--- src/rtl/spi_master_regs.sv ---
// Control/status register file for the SPI master: divisor, mode, chip-select,
// bit-count, TX data, command bits, TIP and interrupt. Option: SPIREGS_RX_CAPTURE_EN.
module spi_master_regs (
  input  logic       wb_clk,
  input  logic       rst,
  input  logic       rst_sync_i,
  input  logic [2:0] ad_i,
  input  logic       wr_i,
  input  logic [7:0] data_i,
  output logic [7:0] data_o,
  output logic [15:0] divisor_o,
  output logic       spe_o,
  output logic       bidiroen_o,
  output logic       spc0_o,
  output logic       cpol_o,
  output logic       cpha_o,
  output logic       lsbfe_o,
  output logic       ext_spi_clk_en_o,
  output logic [2:0] ext_spi_clk_cnt_o,
  output logic [2:0] spi_bit_ctrl_o,
  output logic       start_o,
  output logic       stop_o,
  output logic       read_o,
  output logic       write_o,
  input  logic       trnfer_cmplte_i,
  output logic [7:0] spi_write_data_o,
  input  logic [7:0] spi_read_data_i,
  output logic [7:0] spi_cs_reg_o,
  input  logic       irq_read_i,
  input  logic       irq_write_i,
  output logic       intr_o,
  output logic       tip_o
);

  logic [15:0] r_div;
  logic [7:0]  r_ctrl;
  logic [3:0]  r_cmd;
  logic        r_if;
  logic        r_intr;
  logic [7:0]  r_tx;
  logic [7:0]  r_cs;
  logic [2:0]  r_bit_ctrl;
  logic [2:0]  r_ext_cnt;
  logic [7:0]  w_rx;
  logic        w_cmd_wr;
  logic        w_irq_set;

  assign w_cmd_wr  = wr_i && (ad_i == 3'd3);
  assign w_irq_set = trnfer_cmplte_i | irq_read_i | irq_write_i;

  always_ff @(posedge wb_clk or posedge rst) begin
    if (rst) begin
      r_div      <= 16'h0000;
      r_ctrl     <= 8'h00;
      r_cmd      <= 4'h0;
      r_if       <= 1'b0;
      r_intr     <= 1'b0;
      r_tx       <= 8'h00;
      r_cs       <= 8'hFF;
      r_bit_ctrl <= 3'd0;
      r_ext_cnt  <= 3'd0;
    end else if (rst_sync_i) begin
      r_div      <= 16'h0000;
      r_ctrl     <= 8'h00;
      r_cmd      <= 4'h0;
      r_if       <= 1'b0;
      r_intr     <= 1'b0;
      r_tx       <= 8'h00;
      r_cs       <= 8'hFF;
      r_bit_ctrl <= 3'd0;
      r_ext_cnt  <= 3'd0;
    end else begin
      if (wr_i) begin
        case (ad_i)
          3'd0: r_div[7:0]  <= data_i;
          3'd1: r_div[15:8] <= data_i;
          3'd2: r_ctrl      <= data_i;
          3'd4: r_tx        <= data_i;
          3'd5: r_cs        <= data_i;
          3'd6: begin
            r_bit_ctrl <= data_i[2:0];
            r_ext_cnt  <= data_i[6:4];
          end
          default: ;
        endcase
      end
      // A new command written while enabled takes priority over completion.
      if (w_cmd_wr && r_ctrl[7])
        r_cmd <= data_i[7:4];
      else if (trnfer_cmplte_i)
        r_cmd <= 4'h0;
      if (w_irq_set)
        r_if <= 1'b1;
      else if (w_cmd_wr && data_i[0])
        r_if <= 1'b0;
      r_intr <= r_if & r_ctrl[6];
    end
  end

`ifdef SPIREGS_RX_CAPTURE_EN
  logic [7:0] r_rx;
  always_ff @(posedge wb_clk or posedge rst) begin
    if (rst)
      r_rx <= 8'h00;
    else if (rst_sync_i)
      r_rx <= 8'h00;
    else if (trnfer_cmplte_i)
      r_rx <= spi_read_data_i;
  end
  assign w_rx = r_rx;
`else
  assign w_rx = spi_read_data_i;
`endif

  always_comb begin
    data_o = 8'h00;
    case (ad_i)
      3'd0: data_o = r_div[7:0];
      3'd1: data_o = r_div[15:8];
      3'd2: data_o = r_ctrl;
      3'd3: data_o = {tip_o, 4'b0000, irq_write_i, irq_read_i, r_if};
      3'd4: data_o = w_rx;
      3'd5: data_o = r_cs;
      3'd6: data_o = {1'b0, r_ext_cnt, 1'b0, r_bit_ctrl};
      default: data_o = 8'h00;
    endcase
  end

  assign divisor_o         = r_div;
  assign spe_o             = r_ctrl[7];
  assign bidiroen_o        = r_ctrl[5];
  assign spc0_o            = r_ctrl[4];
  assign cpol_o            = r_ctrl[3];
  assign cpha_o            = r_ctrl[2];
  assign lsbfe_o           = r_ctrl[1];
  assign ext_spi_clk_en_o  = r_ctrl[0];
  assign ext_spi_clk_cnt_o = r_ext_cnt;
  assign spi_bit_ctrl_o    = r_bit_ctrl;
  assign start_o           = r_cmd[3];
  assign stop_o            = r_cmd[2];
  assign read_o            = r_cmd[1];
  assign write_o           = r_cmd[0];
  assign tip_o             = |r_cmd;
  assign intr_o            = r_intr;
  assign spi_write_data_o  = r_tx;
  assign spi_cs_reg_o      = r_cs;

endmodule

--- config.mk ---
export PLATFORM = sky130hd
export DESIGN_NAME = spi_master_regs
export DESIGN_NICKNAME = d
export VERILOG_FILES = /design/src/rtl/spi_master_regs.sv
export SDC_FILE = /design/constraint.sdc
export NUM_CORES = 1
export LEC_CHECK = 0
export CAP_MARGIN = 40
export CORE_MARGIN = 4
export CORE_UTILIZATION = 40
export DETAILED_ROUTE_END_ITERATION = 7
export PLACE_DENSITY = 0.7
export SLEW_MARGIN = 20
export SYNTH_ARGS = -nofsm -noshare
export SYNTH_HDL_FRONTEND = slang
export SYNTH_SLANG_ARGS = --single-unit
--- constraint.sdc ---
create_clock -name wb_clk -period 2.24 [get_ports wb_clk]
set_input_delay 0.448 -clock wb_clk [delete_from_list [all_inputs] [get_ports wb_clk]]
set_output_delay 0.448 -clock wb_clk [all_outputs]
set_load 0.01 [all_outputs]
==> impl_metrics.env <==
export IMPL_status="finished clean"
export IMPL_routed_wl_um=8510
export IMPL_cap_violations=0
export IMPL_grt_pass1_vias=2536
export IMPL_setup_worst_path_start_class="input pin"
export IMPL_syn_avg_cell_area_um2=10.6
export IMPL_grt_max_degree=28
export IMPL_cp_required_ns=1.79
export IMPL_vdd_drop_max_uv=239
export IMPL_netlist_area_mm2=0.00277
export IMPL_drt_iter0_drc=162
export IMPL_power_total_mw=1.90
export IMPL_powerDensity_mw_per_mm2=470
export IMPL_drt_first_pass_iters=4
export IMPL_yosysWarnings=0
export IMPL_maxSlewHeadroom=0.644
export IMPL_grt_ovfl_total=0
export IMPL_core_area_mm2=0.00676
export IMPL_period_share=0.991
export IMPL_fin_hold_ws_ns=0.503
export IMPL_die_x_um=91.3
export IMPL_synthXorXnorAreaFrac=0
export IMPL_via_per_inst=5.42
export IMPL_layout_common_cells="clkdlybuf4s50_1 (71), dfrtp_1 (44), nor2_1 (34), buf_4 (34), mux2i_1 (32)"
export IMPL_gr_usage_all_layers=0.209
export IMPL_synth_fa_ha_area_frac=0
export IMPL_area_delta_synth_final_pct=45.7
export IMPL_rsz0062_at_grt="false"
export IMPL_reg2reg_depth=3
export IMPL_max_freq_mhz=451
export IMPL_setup_worst_path_class="in2out"
export IMPL_worstMarginPinSlew_ns=0.533
export IMPL_hpwlAfterDp_um=6230
export IMPL_antenna_found_initial=0
export IMPL_vias=2466
export IMPL_synth_compound_area_frac=0.112
export IMPL_cts_buffer_depth=2
export IMPL_drc=0
export IMPL_yosys_area_share_simple=0.195
export IMPL_path_clk_slew_ns=0.09
export IMPL_hold_buffers=0
export IMPL_critPathCaptureType="primary output"
export IMPL_synth_fp_nets=288
export IMPL_n_fill_cell=578
export IMPL_clkSinkCount=52
export IMPL_gp_congestion=0.832
export IMPL_die_area_mm2=0.00833
export IMPL_ioPinCount=85
export IMPL_ff2ff_setup_slack_ns=1.22
export IMPL_period_needed_ns=2.22
export IMPL_wl_per_cell_um=18.7
export IMPL_final_hold_viol_count=0
export IMPL_synth_top_family_by_area="simple AND/OR/NAND/NOR gates"
export IMPL_final_nets=400
export IMPL_netlist_instances=262
export IMPL_hold_class="in2async"
export IMPL_layout_drive_gt1_share=0.248
export IMPL_setup_violations=0
export IMPL_r2r_end="r_cmd[3]"
export IMPL_critPathMaxFanout=1
export IMPL_io_buffers=84
export IMPL_ys_types=41
export IMPL_ctsRootBufferMaster="clkbuf_8"
export IMPL_start_util=0.410
export IMPL_power_leakage_nw=1.75
export IMPL_synth_seq_cells=52
export IMPL_die_h_um=91.3
export IMPL_skew_ns=0.000309
export IMPL_drv_slew=0
export IMPL_reg2reg_from="r_ctrl[7]"
export IMPL_rows=30
export IMPL_final_common_cell="clkdlybuf4s50_1"
export IMPL_synth_mux_area_frac=0.168
export IMPL_insertedDiodeCount=0
export IMPL_ant_nets=0
export IMPL_clock_latency_ns=0.30
export IMPL_ys_seq_area_frac=0.473
export IMPL_grt_first_pass_wirelength_um=13900
export IMPL_cts_tree="built"
export IMPL_htreeDepth=2
export IMPL_cts_buffers=5
export IMPL_critPathArrivalTime_ns=1.77
-- area by class of cell --
cell class | instances | area (um2) | share of cell area
Timing Repair Buffer | 125 | 1170 | 0.290
Inverter | 5 | 22.5 | 0.00558
Clock buffer | 6 | 82.6 | 0.0204
Multi-Input combinational cell | 185 | 1340 | 0.332
Sequential cell | 52 | 1310 | 0.325
Clock inverter | 2 | 10.0 | 0.00248
Tap cell | 80 | 100 | 0.0248
-- cells by family after synthesis --
| family | after synthesis |
|---|---|
| compound gates | 46 |
| buf+inv | 25 |
| flops | 52 |
| mux | 44 |
| simple gates | 95 |
-- Yosys cell counts, drive strengths merged --
library cell  number  area share
nor2b              6       0.016
and4b              2      0.0072
a32oi              1      0.0032
o22ai              1      0.0023
inv                5      0.0068
o211ai             4       0.011
a22oi              5       0.014
mux2              11       0.045
and3b              4       0.013
mux2i             32        0.12
nor4b              1      0.0086
or4b               1      0.0036
a31oi              1      0.0023
nand3              5      0.0090
nor3               1      0.0018
clkbuf             7      0.0095
o21ai              6       0.011
nand2             20       0.027
and4bb             3       0.014
a211o              8       0.025
mux4               1      0.0081
nor2              34       0.046
a22o               1      0.0032
and2b              2      0.0054
or2                1      0.0023
dfrtp             44        0.40
buf               13       0.035
o221ai             1      0.0032
nand4b             3       0.014
dfstp              8       0.076
and2               8       0.018
nor3b              1      0.0027
or4                1      0.0027
and3               2      0.0045
a21oi             16       0.029
a221oi             2      0.0086
-- per-stage QoR --
step | setup slack [ns] | cells | util | instance area, um2 | TNS, ns
global route | 0.00664 | 455 | 0.598 | 4040 | 0
finish | 0.0207 | 455 | 0.598 | 4040 | 0
detailed placement | -0.619 | 438 | 0.570 | 3850 | -4.79
global placement | -0.577 | 438 | 0.570 | 3850 | -4.57
floorplan | 0.492 | 262 | - | 2770 | 0
CTS | 0.00236 | 450 | 0.592 | 4000 | 0
-- flip-flops by register name, indices dropped and copies added (netlist names) --
signal	count
spi_bit_ctrl_o	3
spi_write_data_o	8
r_cmd	4
intr_o	1
divisor_o	16
ext_spi_clk_cnt_o	3
r_ctrl	8
r_if	1
spi_cs_reg_o	8
-- per-layer routing --
metal / up-vias / global-route usage / share of wire / wire (um)
met3: 4 / 0.0340 / 0.068 / 575
met5: - / 0 / 0 / 0
met4: 0 / 0.0377 / 0.0055 / 47
met2: 91 / 0.328 / 0.47 / 4040
li1: 1153 / - / - / -
met1: 1218 / 0.308 / 0.45 / 3850
-- worst max path at each step --
stage | end | depth (start not counted) | slack [ns] | from
6_report | data_o[6] | 4 | 0.02 | spi_read_data_i[6]
2_1_floorplan | data_o[2] | 5 | 0.49 | ad_i[0]
3_5_place_dp | data_o[1] | 5 | -0.62 | ad_i[1]
4_1_cts | data_o[7] | 4 | 0.002 | r_cmd[1]
5_1_grt | data_o[6] | 5 | 0.007 | ad_i[2]
3_3_place_gp | data_o[1] | 5 | -0.58 | ad_i[1]
-- power by group --
part | switching [mW] | internal, mW
clock | 0.310 | 0.248
combinational | 0.177 | 0.184
sequential | 0.0183 | 0.963
-- critical path, cell delays in order --
cell and delay (ns):
clkdlybuf4s50_1 0.43, mux4_2 0.47, a22o_1 0.19, clkdlybuf4s15_1 0.23
-- timing repair --
item                                    4_1_cts  5_1_grt
resized for setup                            28       12
cloned                                        0        1
endpoints found under the setup margin        9        6
buffers inserted                              4        4
pin swaps                                     2        1
(Power assumes the default switching activity.)
